`src/rtl/bcd_display_mux.sv`:
```
// Time-multiplexed 7-segment driver for a packed BCD word.
// Updates are double-buffered and committed only at frame boundaries, so a frame never tears.
module bcd_display_mux #(
  parameter int N_DIGITS      = 5,
  parameter int SCAN_DIV      = 50000,
  parameter bit BLANK_LEADING = 1'b1,
  parameter bit ACTIVE_LOW    = 1'b1
) (
  input  logic                  clk,
  input  logic                  rst_n,
  input  logic [4*N_DIGITS-1:0] bcd_in,
  input  logic                  bcd_valid,
  output logic [6:0]            seg,
  output logic [N_DIGITS-1:0]   an,
  output logic                  frame_done,
  output logic                  bcd_err
);

  localparam int PCNT_W = (SCAN_DIV > 1) ? $clog2(SCAN_DIV) : 1;
  localparam int IDX_W  = (N_DIGITS > 1) ? $clog2(N_DIGITS) : 1;
  localparam logic [PCNT_W-1:0]   PCNT_MAX = PCNT_W'(SCAN_DIV - 1);
  localparam logic [IDX_W-1:0]    IDX_MAX  = IDX_W'(N_DIGITS - 1);
  localparam logic [6:0]          SEG_OFF  = {7{ACTIVE_LOW}};
  localparam logic [N_DIGITS-1:0] AN_OFF   = {N_DIGITS{ACTIVE_LOW}};

  logic [PCNT_W-1:0]     pcnt_q, pcnt_d;
  logic [IDX_W-1:0]      idx_q, idx_d;
  logic                  pend_q, pend_d;
  logic [4*N_DIGITS-1:0] pend_reg_q, pend_reg_d;
  logic [4*N_DIGITS-1:0] disp_reg_q, disp_reg_d;
  logic [6:0]            seg_q, seg_d;
  logic [N_DIGITS-1:0]   an_q, an_d;
  logic                  frame_done_q, frame_done_d;
  logic                  bcd_err_q, bcd_err_d;

  logic                  tick;
  logic                  boundary;
  logic                  zero_run;
  logic [N_DIGITS-1:0]   lead_zero;
  logic [N_DIGITS-1:0]   an_sel;
  logic [3:0]            cur_nib;
  logic                  cur_blank;
  logic [6:0]            seg_raw;

  function automatic logic [6:0] seg_decode(input logic [3:0] nib);
    logic [6:0] s;
    case (nib)
      4'd0:    s = 7'h3F;
      4'd1:    s = 7'h06;
      4'd2:    s = 7'h5B;
      4'd3:    s = 7'h4F;
      4'd4:    s = 7'h66;
      4'd5:    s = 7'h6D;
      4'd6:    s = 7'h7D;
      4'd7:    s = 7'h07;
      4'd8:    s = 7'h7F;
      4'd9:    s = 7'h6F;
      default: s = 7'h40;
    endcase
    return s;
  endfunction

  always_comb begin
    tick     = (pcnt_q == PCNT_MAX);
    boundary = tick && (idx_q == IDX_MAX);

    pcnt_d = tick ? '0 : pcnt_q + 1'b1;
    idx_d  = idx_q;
    if (tick) begin
      idx_d = boundary ? '0 : idx_q + 1'b1;
    end

    // A strobe on the boundary itself wins over anything still pending.
    pend_d     = pend_q;
    pend_reg_d = pend_reg_q;
    disp_reg_d = disp_reg_q;
    if (boundary) begin
      if (bcd_valid) begin
        disp_reg_d = bcd_in;
      end else if (pend_q) begin
        disp_reg_d = pend_reg_q;
      end
      pend_d = 1'b0;
    end else if (bcd_valid) begin
      pend_reg_d = bcd_in;
      pend_d     = 1'b1;
    end
  end

  // lead_zero[i] is set when nibbles N_DIGITS-1 down to i are all zero.
  always_comb begin
    zero_run  = 1'b1;
    lead_zero = '0;
    for (int i = N_DIGITS - 1; i >= 0; i--) begin
      zero_run     = zero_run && (disp_reg_q[4*i +: 4] == 4'd0);
      lead_zero[i] = zero_run;
    end
  end

  always_comb begin
    cur_nib   = '0;
    cur_blank = 1'b0;
    an_sel    = '0;
    bcd_err_d = 1'b0;
    for (int i = 0; i < N_DIGITS; i++) begin
      if (idx_q == IDX_W'(i)) begin
        cur_nib   = disp_reg_q[4*i +: 4];
        cur_blank = BLANK_LEADING && (i != 0) && lead_zero[i];
        an_sel[i] = 1'b1;
      end
      if (disp_reg_q[4*i +: 4] > 4'd9) begin
        bcd_err_d = 1'b1;
      end
    end
    seg_raw      = cur_blank ? 7'h00 : seg_decode(cur_nib);
    seg_d        = ACTIVE_LOW ? ~seg_raw : seg_raw;
    an_d         = ACTIVE_LOW ? ~an_sel : an_sel;
    frame_done_d = boundary;
  end

  always_ff @(posedge clk or negedge rst_n) begin
    if (!rst_n) begin
      pcnt_q       <= '0;
      idx_q        <= '0;
      pend_q       <= 1'b0;
      pend_reg_q   <= '0;
      disp_reg_q   <= '0;
      seg_q        <= SEG_OFF;
      an_q         <= AN_OFF;
      frame_done_q <= 1'b0;
      bcd_err_q    <= 1'b0;
    end else begin
      pcnt_q       <= pcnt_d;
      idx_q        <= idx_d;
      pend_q       <= pend_d;
      pend_reg_q   <= pend_reg_d;
      disp_reg_q   <= disp_reg_d;
      seg_q        <= seg_d;
      an_q         <= an_d;
      frame_done_q <= frame_done_d;
      bcd_err_q    <= bcd_err_d;
    end
  end

  assign seg        = seg_q;
  assign an         = an_q;
  assign frame_done = frame_done_q;
  assign bcd_err    = bcd_err_q;

endmodule

```
`config.mk`:
```
export PLATFORM = sky130hd
export DESIGN_NAME = bcd_display_mux
export DESIGN_NICKNAME = d
export VERILOG_FILES = /design/src/rtl/bcd_display_mux.sv
export SDC_FILE = /design/constraint.sdc
export NUM_CORES = 1
export LEC_CHECK = 0
export CAP_MARGIN = 25
export CORE_UTILIZATION = 68
export DETAILED_ROUTE_END_ITERATION = 10
export DONT_BUFFER_PORTS = 1
export PLACE_DENSITY_LB_ADDON = 0.08
export REMOVE_ABC_BUFFERS = 1
export SLEW_MARGIN = 20
export SYNTH_ARGS = -nofsm -noshare
export SYNTH_HDL_FRONTEND = slang
export SYNTH_SLANG_ARGS = --single-unit
```
`constraint.sdc`:
```
create_clock -name clk -period 6.1 [get_ports clk]
set_input_delay 0.305 -clock clk [delete_from_list [all_inputs] [get_ports clk]]
set_output_delay 0.305 -clock clk [all_outputs]
set_load 0.02 [all_outputs]
```
Yosys cells after proc, flatten, opt, wreduce, memory -nomap -nowiden
Memories as Yosys holds them, arrays and structs flattened.
Cells that the tools add are included.
Widths: inputs -> output; s select.

operators by class
  add/sub/neg operators = 2
  $lt $le $gt $ge = 5
  eq/ne operators = 5
  muxes and demuxes = 26
  bitwise gates (word level) = 3
  reduce and logical (&&, ||, !) cells = 13

operators by type and width
  kind                   count
  $mux 20                2
  $gt 4x4->1 const B     5
  $mux 4                 5
  $add 16x1->16 const B  1
  $eq 16x16->1 const B   1
  $logic_not 4->1        4
  $mux 1                 16
  $mux 16                1
  $mux 7                 1
  $not 7->7              1
  $eq 3x2->1 const B     2
  $not 5->5              1
  $logic_and 1x1->1      4
  $reduce_and 2->1       2
  $reduce_bool 2->1      2
  $add 3x1->3 const B    1
  $eq 3x1->1 const B     1
  $eq 3x3->1 const B     1
  $logic_not 3->1        1
  $mux 3                 1
  $not 1->1              1

word-level totals
  bits in registers = 74
  ROM bits = 112
  input bits = 23
  output and inout port bits = 14
  word-level logic and storage cells = 64
  memories = 1

memories
  memory           depth  bits a word  rd ports  clocked after Yosys merged registers in  wr ports  line  RTL
  (no name shown)  16     7            1         0                                        0         47    case (nib)

Logic depth before layout (Yosys ltp)
Gate-level depths: netlist of run 1.

  depth after elaboration = 10
  mapped depth = 11
  depth with buffers taken out = 10

Worst setup path before layout of run 1
Ideal clock, no wire load.

  path type = register -> register
  start = reg idx_q[0]
  end = reg seg_q[5] (netlist: seg[5])
  library setup time = 78 ps
  arrival time = 2,341 ps
  required time = 6,022 ps
  slack = 3,681 ps
  cell stages (with the launch flop) = 11
  path buffers = 1
  clock period less this slack = 2,419 ps
  cells stage by stage = dfrtp_1 -> inv_1 -> ha_1 -> buf_4 -> and2_4 -> inv_4 -> a311oi_1 -> inv_1 -> ha_1 -> or3_1 -> a31o_1

on the way
  cells in the longest elaborated chain, start to end = 9
  elaborated cells on any way between the ends = 17
  those cells by class = eq/ne: 4; mux: 10; bitwise: 1; reduce/logical: 1; memory: 1

ends and longest elaborated chain
  what                    line  RTL
  start, declared         27    logic [IDX_W-1:0] idx_q, idx_d;
  start signal, assigned  134   idx_q <= idx_d;
  $logic_not 3->1         106   if (idx_q == IDX_W'(i)) begin
  $mux 4 (5 in series)    106
  $mem_v2 16x7            -
  $mux 7 (*)              115   seg_raw = cur_blank ? 7'h00 : seg_decode(cur_nib);
  $not 7->7 (*)           116   seg_d = ACTIVE_LOW ? ~seg_raw : seg_raw;
  net seg_d[5]            31    logic [6:0] seg_q, seg_d;
  end signal, assigned    138   seg_q <= seg_d;
  end, declared           31

The timed path passes the listed nets; every way through them passes the cells marked *.
A chain may end at the register's enable or synchronous reset.

Worst setup path in the final report of run 1
  start = reg idx_q[2]
  end = reg seg_q[5] (netlist: seg[5])

The elaborated chain is that of the path after synthesis.

==> impl_metrics.toml, run 1 <==
[global_routing]
grt_busiest_layer = "met2"
antenna_found_initial = 0
use_met1 = 0.3339
grt_pass1_wl_um = 10370
grtUsageTotal = 0.2535
grt_overflow = 0
first_global_vias = 2269
grtUsageMet3 = 0.04150
use_met2 = 0.4164
grt_max_degree = 75

[clock_network]
cts_made_buffers = 9
insertion_delay_ps = 350
cts-htree-levels = 3
clockBufferDepth = 2
clk_pin_slew_ps = 80
post_cts_resized = 0
cts.sinks = 74
cts_tree = "yes"
root_buffer = "clkbuf_8"

[timing]
fin_crit_sh = 0.4586
worstMarginPinSlew_ps = 862.1
finClkSkew_ps = 7.958
drv_slew = 0
rsz0062_at_grt = "no"
finalHoldViolCount = 0
setup_tns_ps = 0
setup_viol = 0
fin_ws_ps = 3302
fin_crit_ps = 2798
max_slew_margin = 0.4253
max_freq_mhz = 357.4

[critical_path]
crit_type = "reg -> reg"
crit_slowest_cell = "a311oi_1"
crit_path_cell_trace = "inv_1 > ha_1 > or2_4 > a221oi_1 > a311oi_1 > inv_1 > ha_1 > or3_1 > a31o_1"
arrival_ps = 3080
crit_fanout = 7
crit_path_end_kind = "flip-flop"
cp.required_ps = 6380
r2r_setup_slack_ps = 3300
cpPeakStageDelay_ps = 540
worstSetupStartpointType = "flip-flop"

[floorplanning]
die_h_um = 74.89
pin_count = 37
core_area_mm2 = 0.005107
start_util = 0.7073
rows = 26
dieArea_mm2 = 0.005608
die_w_um = 74.89

[power]
p_int_w = 0.0007642
seqPwrFrac = 0.529
pwr-share-clk = 0.429
leakage_nw = 1.729
powerDensity_mw_per_mm2 = 247.3
pwr-share-comb = 0.041
p_switching_w = 0.0001992
total_power_w = 0.0009634
worst_ir_drop_vdd_mv = 0.2030
p_sw_frac = 0.2068

[drt]
drt_iter0_markers = 108
drc = 0
wl_per_cell_um = 16.29
drt-total-wl_um = 6483
ant_nets = 0
num_vias = 2381
drt-pass1-iter-count = 4
vias_per_cell = 5.982

[synth]
ys_seq_area_frac = 0.5168
yosysWarnings = 0
yosysTopAreaCellShare = 0.4295
synthTopCellsByCount = "62 x dfrtp_1, 34 x nand2_1, 34 x o21ai_0, 21 x mux2_2, 21 x mux2i_1"
synthesis.area_mm2 = 0.003612
synth.most_common_cell = "dfrtp_1"
synth_edf_count = 0
syn_avg_cell_area_um2 = 11.15
synthFlopType = "dfrtp_1"
synth_area_leaders = "dfrtp_1 43%, dfstp_2 8.7%, mux2_2 6.5%"
ys_types = 53
ys_ff_latch = 74
async_flop_share = 1.000
syn_inst = 324
synth_top_cell_by_area = "dfrtp_1"

[cells_and_area]
fin_nets = 357
num_antenna_cells = 0
area_delta_synth_final_pct = 7.863
drive_gt1_frac = 0.1921
final_core_util = 0.7629
stdcell_area_mm2 = 0.003896

[run]
max-cap-violations = 0

[placed_design]
dpl_cell_area_mm2 = 0.003633
place_ws_ps = 3303
post-dp-hpwl_um = 4387
port_buffers = 0
routabilityCongestion = 0.8756

[status]
outcome = "finished clean"

[hold_path]
hp-class = "in -> reg"
## worst max-delay path, delay by kind of cell (launching register included)
kind | cells | cell delay (ps)
and+or+nand+nor | 2 | 560
AOI/OAI and AO/OA | 3 | 780
adders and majority gates | 2 | 600
buffers and inverters | 2 | 340
DFF | 1 | 460
## logic make-up after synthesis
family                     synth area share
and+or+nand+nor                      0.1500
DFF                                  0.5168
xor gates and xnor gates            0.02425
adders and majority gates           0.03810
buffers and inverters               0.03671
AOI/OAI and AO/OA                    0.1105
muxes                                0.1237
## power by group through the flow
stage	Sequential (W)	Clock (W)	Combinational [W]
4_1_cts	0.000510	0.000421	0.0000412
3_5_place_dp	0.000519	0	0.0000289
2_1_floorplan	0.000518	0	0.0000251
3_3_place_gp	0.000518	0	0.0000283
6_report	0.000510	0.000413	0.0000399
5_1_grt	0.000512	0.000439	0.0000447
## layer usage
layer / up-vias / wire (µm) / share of wire
met5: - / 0 / 0
met4: 0 / 97 / 0.015
met3: 9 / 274 / 0.042
met2: 55 / 3137 / 0.48
met1: 1164 / 2974 / 0.46
li1: 1153 / - / -
## registers in the layout, indices dropped and copies added, names as in the netlist
name and flops:
disp_reg_q 20, an 5, frame_done 1, pcnt_q 16, pend_q 1, bcd_err 1, pend_reg_q 20, seg 7
idx_q 3
## layout make-up
cell class	count	area, µm²
Sequential cell	74	1867
Multi-Input combinational cell	222	1620
Fill cell	360	1211
Clock buffer	10	137.6
Tap cell	70	87.58
Clock inverter	6	80.08
Timing Repair Buffer	3	52.55
Inverter	13	51.30
## worst paths after layout
kind,cells past startpoint,to,startpoint
worst max register to register,9,seg[5],idx_q[2]
min in group asynchronous,2,pcnt_q[4],rst_n
max in group asynchronous,2,seg[5],rst_n
worst min register to register,1,pcnt_q[0],pcnt_q[0]
worst min-delay path,1,pend_reg_q[3],bcd_in[3]
worst max-delay path,9,seg[5],idx_q[2]
## through the flow
step,hold WS [ps],cells
floorplan,9.409,309
global placement,10.89,379
detailed placement,10.91,380
CTS,97.01,398
global route,96.39,398
finish,102.1,398
## cell usage in the layout (no fill, tap or decap), types with 8 or more instances in the layout
master    instances
ha_1             11
and3_1            8
inv_1            11
nand3_1          10
nand2_1          34
dfstp_2          12
mux2_2           21
nor2_1           12
mux2i_1          21
dfrtp_1          62
o21ai_0          34
clkbuf_8         10
## what timing repair did
| item | 4_1_cts | 5_1_grt |
|---|---|---|
| setup buffers | 0 | 0 |
| hold buffers | 2 | 0 |
| hold endpoints to repair | 74 | 0 |
(Power assumes the default switching activity.)
==> run 2, diff against run 1 <==
--- a/config.mk
+++ b/config.mk
@@ -6,7 +6,7 @@
 export NUM_CORES = 1
 export LEC_CHECK = 0
 export CAP_MARGIN = 25
-export CORE_UTILIZATION = 68
+export CORE_UTILIZATION = 57
 export DETAILED_ROUTE_END_ITERATION = 10
 export DONT_BUFFER_PORTS = 1
 export PLACE_DENSITY_LB_ADDON = 0.08
==> constraint.sdc (replaced) <==
create_clock -name clk -period 2.4 [get_ports clk]
set_input_delay 0.12 -clock clk [delete_from_list [all_inputs] [get_ports clk]]
set_output_delay 0.12 -clock clk [all_outputs]
set_load 0.02 [all_outputs]
==> run 2 against run 1 <==
  * Maximum frequency grew 21%
  * Clock power grew 120%
  * Combinational power grew to 3.6 times the previous value
  * Critical path depth is the same
  * Die area grew 19%
  * Global-route usage shrank 2.3 points
==> impl_metrics.toml, run 2 (same netlist as run 1, synthesis figures left out) <==
[drt]
ant_nets = 0
drt_iter0_markers = 90
drc = 0
drt-pass1-iter-count = 4
drt-total-wl_um = 6896
num_vias = 2468
wl_per_cell_um = 15.93
vias_per_cell = 5.700

[cells_and_area]
stdcell_area_mm2 = 0.004185
drive_gt1_frac = 0.2207
layout_common_cells = "62 x dfrtp_1, 34 x nand2_1, 34 x o21ai_0"
num_antenna_cells = 0
final_cells = 433
fin_nets = 388
layout_commonest_cell = "dfrtp_1"
area_delta_synth_final_pct = 15.86
reg_top3 = "disp_reg_q (20), pend_reg_q (20), pcnt_q (16)"

[floorplanning]
rows = 28
start_util = 0.5995
die_h_um = 81.61
pin_count = 37
core_area_mm2 = 0.006026
dieArea_mm2 = 0.006659
die_w_um = 81.61

[critical_path]
r2r_setup_slack_ps = 90
arrival_ps = 2580
rr_endpoint = "seg[5]"
crit_path_end_kind = "flip-flop"
crit_type = "reg -> reg"
cp.required_ps = 2670
rr_startpoint = "idx_q[0]"
crit_fanout = 9
reg2reg_depth = 9
worstSetupStartpointType = "flip-flop"

[clock_network]
clk_pin_slew_ps = 70
cts_tree = "yes"
post-cts-setup-buffers = 0
cts_made_buffers = 9
cts.sinks = 74
cts-htree-levels = 3
clockBufferDepth = 2
insertion_delay_ps = 340
root_buffer = "clkbuf_8"

[timing]
drv_slew = 0
whs_ps = 5.267
max_freq_mhz = 432.4
finClkSkew_ps = 7.933
max_slew_margin = 0.3519
rsz0062_at_grt = "yes"
setup_viol = 0
fin_crit_sh = 0.9637
fin_ws_ps = 87.11
fin_crit_ps = 2313
finalHoldViolCount = 0
worstMarginPinSlew_ps = 968.9

[power]
worst_ir_drop_vdd_mv = 0.4161
leakage_nw = 1.850
total_power_w = 0.002342
powerDensity_mw_per_mm2 = 559.5

[global_routing]
first_global_vias = 2402
grtUsageTotal = 0.2308
antenna_found_initial = 0
grt_max_degree = 75
grt_pass1_wl_um = 11390
grt_overflow = 0

[placed_design]
place_ws_ps = 48.93
placed_cells = 395
post-dp-hpwl_um = 4464
dpl_cell_area_mm2 = 0.003720
port_buffers = 0
routabilityCongestion = 0.8940

[run]
max-cap-violations = 0

[hold_path]
min_from = "bcd_valid"
hold_path_depth = 2
holdPathEnd = "disp_reg_q[12]"
hp-class = "in -> reg"

[status]
outcome = "finished clean"
==> run 2: where the power goes <==
group	internal (W)	switching, W
logic	0.0000797	0.0000623
registers	0.00128	0.0000154
clock network	0.000480	0.000423
total	0.00184	0.000501
==> run 2: layout make-up <==
| cell class | count | area (µm²) |
|---|---|---|
| Sequential cell | 74 | 1867 |
| Fill cell | 446 | 1841 |
| Multi-Input combinational cell | 222 | 1642 |
| Tap cell | 75 | 93.84 |
| Clock inverter | 2 | 10.01 |
| Timing Repair Buffer | 34 | 342.8 |
| Inverter | 13 | 51.30 |
| Clock buffer | 13 | 178.9 |
==> run 2: per-stage QoR <==
stage               setup TNS (ps)    util
finish                           0  0.6946
floorplan                   -426.8       -
CTS                              0  0.6898
global placement                 0  0.6173
detailed placement               0  0.6173
global route                -35.46  0.6946
==> run 2: critical path, cell delays in order (launching register included) <==
cell and delay [ps]:
dfrtp_1 410, inv_2 90, ha_1 170, and2_4 160
inv_4 60, and3_4 190, or3_4 380, ha_1 210
or3_1 380, a31o_1 180
==> run 2: metal layers <==
layer / GRT usage / up-vias / part of all wire
met2: 0.3608 / 55 / 0.47
met3: 0.05667 / 13 / 0.039
met5: 0 / - / 0
li1: - / 1209 / -
met4: 0.1018 / 0 / 0.019
met1: 0.3045 / 1191 / 0.47
==> run 2: how the worst max path moves through the flow <==
stage | start | end
floorplan | idx_q[0] | seg[5]
global placement | idx_q[0] | seg[5]
detailed placement | idx_q[0] | seg[5]
CTS | idx_q[0] | seg[5]
global route | idx_q[0] | seg[4]
finish | idx_q[0] | seg[5]
==> run 2: repair_timing <==
action / 4_1_cts / 5_1_grt
resized for setup: 0 / 7
hold buffers: 23 / 0
endpoints found under the setup margin: 0 / 4
hold endpoints to repair: 114 / 0
==> run 3, diff against run 2 <==
--- a/config.mk
+++ b/config.mk
@@ -6,6 +6,7 @@
 export NUM_CORES = 1
 export LEC_CHECK = 0
 export CAP_MARGIN = 25
+export CORE_MARGIN = 4
 export CORE_UTILIZATION = 57
 export DETAILED_ROUTE_END_ITERATION = 10
 export DONT_BUFFER_PORTS = 1
@@ -15,3 +16,4 @@
 export SYNTH_ARGS = -nofsm -noshare
 export SYNTH_HDL_FRONTEND = slang
 export SYNTH_SLANG_ARGS = --single-unit
+export TNS_END_PERCENT = 10
==> constraint.sdc (replaced) <==
create_clock -name clk -period 2.4 [get_ports clk]
set_input_delay 0.24 -clock clk [delete_from_list [all_inputs] [get_ports clk]]
set_output_delay 0.24 -clock clk [all_outputs]
set_load 0.02 [all_outputs]
==> run 3 against run 2 <==
  * Sequential cell count did not move
  * Non-clock buffer count fell by 19
  * Routed wire length fell by 4.7%
  * Sequential share of layout area rose by 1.8 points
  * Maximum frequency rose by 1.9%
  * Highest routed layer unchanged
  * Power rose by 4.3%
  * Die area rose by 15%
==> impl_metrics.toml, run 3 (same netlist as run 1, synthesis figures left out) <==
[floorplanning]
start_util = 0.5995
die_w_um = 87.61
dieArea_mm2 = 0.007675
core_area_mm2 = 0.006026
rows = 28
pin_count = 37
die_h_um = 87.61

[cells_and_area]
drive_gt1_frac = 0.2471
num_antenna_cells = 0
seq_area_mm2 = 0.001867
fin_nets = 369
reg_top3 = "disp_reg_q (20), pend_reg_q (20), pcnt_q (16)"
multi_input_comb_area_mm2 = 0.001655
stdcell_area_mm2 = 0.004020
layout_common_cells = "62 x dfrtp_1, 34 x nand2_1, 34 x o21ai_0"
area_delta_synth_final_pct = 11.29
fillers = 470
layout_commonest_cell = "dfrtp_1"

[timing]
setup_tns_ps = 0
max_freq_mhz = 440.5
drv_slew = 0
fin_crit_sh = 0.9458
rsz0062_at_grt = "no"
max_slew_margin = 0.6485
fin_crit_ps = 2270
finClkSkew_ps = 8.324
worstMarginPinSlew_ps = 513.9
setup_viol = 0
finalHoldViolCount = 0

[clock_network]
cts_tree = "yes"
cts_made_buffers = 9
post-cts-setup-buffers = 0
clk_pin_slew_ps = 80
insertion_delay_ps = 350
clockBufferDepth = 2
cts-htree-levels = 3
root_buffer = "clkbuf_8"
cts.sinks = 74

[power]
leakage_nw = 1.766
worst_ir_drop_vdd_mv = 0.4696
powerDensity_mw_per_mm2 = 607.3

[critical_path]
worstSetupStartpointType = "flip-flop"
crit_path_end_kind = "flip-flop"
rr_endpoint = "seg[3]"
r2r_setup_slack_ps = 130
crit_fanout = 5
reg2reg_depth = 9
rr_startpoint = "idx_q[0]"
crit_type = "reg -> reg"
cp.required_ps = 2680
arrival_ps = 2550

[drt]
drt-pass1-iter-count = 4
drc = 0
num_vias = 2366
vias_per_cell = 5.701
drt_iter0_markers = 114
drt-total-wl_um = 6572
ant_nets = 0
wl_per_cell_um = 15.84

[global_routing]
grt_overflow = 0
first_global_vias = 2354
grt_pass1_wl_um = 11330
grtUsageTotal = 0.1933
grt_max_degree = 75
antenna_found_initial = 0

[placed_design]
port_buffers = 0
routabilityCongestion = 0.9011
dpl_cell_area_mm2 = 0.003722
post-dp-hpwl_um = 4645

[hold_path]
holdPathEnd = "pend_reg_q[12]"
min_from = "bcd_in[12]"
hp-class = "in -> reg"
hold_path_depth = 1

[run]
max-cap-violations = 0

[status]
outcome = "finished clean"
run 3: cell types whose count changed in the layout (fill, tap and decap cells not counted), moves of 2 or more:
cell	previous run	this run
a221oi_2	3	1
buf_4	10	13
bufinv_16	0	2
clkbuf_8	13	9
clkinvlp_4	0	2
dlygate4sd3_1	22	1
ha_1	9	7
ha_2	2	4
run 3: worst max-delay path, stage by stage, from the launching register on:
cell and delay [ps]:
dfrtp_1 410, ha_1 220, ha_2 200, or2_4 260, a221oi_1 340, or3_4 220
inv_2 60, ha_1 170, and4b_1 260, nor3_1 60
run 3: routing by layer:
metal / up-vias / GRT usage / share of wire
li1: 1173 / - / -
met1: 1145 / 0.2699 / 0.48
met2: 38 / 0.2863 / 0.46
met3: 10 / 0.04516 / 0.035
met4: 0 / 0.09066 / 0.019
met5: - / 0 / 0
run 3: report_power, final:
group          switching [W]  total, W  internal, W
clock               0.000461   0.00104     0.000582
combinational      0.0000461  0.000103    0.0000568
sequential         0.0000143   0.00129      0.00128
total               0.000522   0.00244      0.00192
run 3: per-stage QoR:
stage | hold slack, ps | cells | utilization | total power [W] | setup WS (ps)
global placement | -53.63 | 397 | 0.6177 | 0.001391 | 98.04
global route | 12.06 | 415 | 0.6672 | 0.002542 | 12.95
finish | 31.43 | 415 | 0.6672 | 0.002441 | 130.0
detailed placement | -53.57 | 397 | 0.6177 | 0.001394 | 24.08
floorplan | -55.59 | 309 | - | 0.001379 | -46.03
CTS | 21.55 | 415 | 0.6601 | 0.002468 | 14.89
run 3: final cells by class:
| type | count | area share |
|---|---|---|
| Sequential cell | 74 | 0.4644 |
| Multi-Input combinational cell | 222 | 0.4118 |
| Timing Repair Buffer | 15 | 0.03361 |
| Clock buffer | 9 | 0.03081 |
| Clock inverter | 7 | 0.02334 |
| Tap cell | 75 | 0.02334 |
| Inverter | 13 | 0.01276 |
run 3: how the worst max path moves through the flow:
stage | cells after the start | to | from
detailed placement | 8 | seg[5] | idx_q[0]
global placement | 9 | seg[4] | idx_q[0]
CTS | 8 | seg[5] | idx_q[0]
global route | 9 | seg[5] | idx_q[0]
finish | 9 | seg[3] | idx_q[0]
floorplan | 9 | seg[5] | idx_q[0]
run 3: what timing repair did:
action | CTS | global route
setup endpoints to repair | 0 | 5
hold buffers | 2 | 0
hold endpoints to repair | 74 | 0
resized for setup | 0 | 10
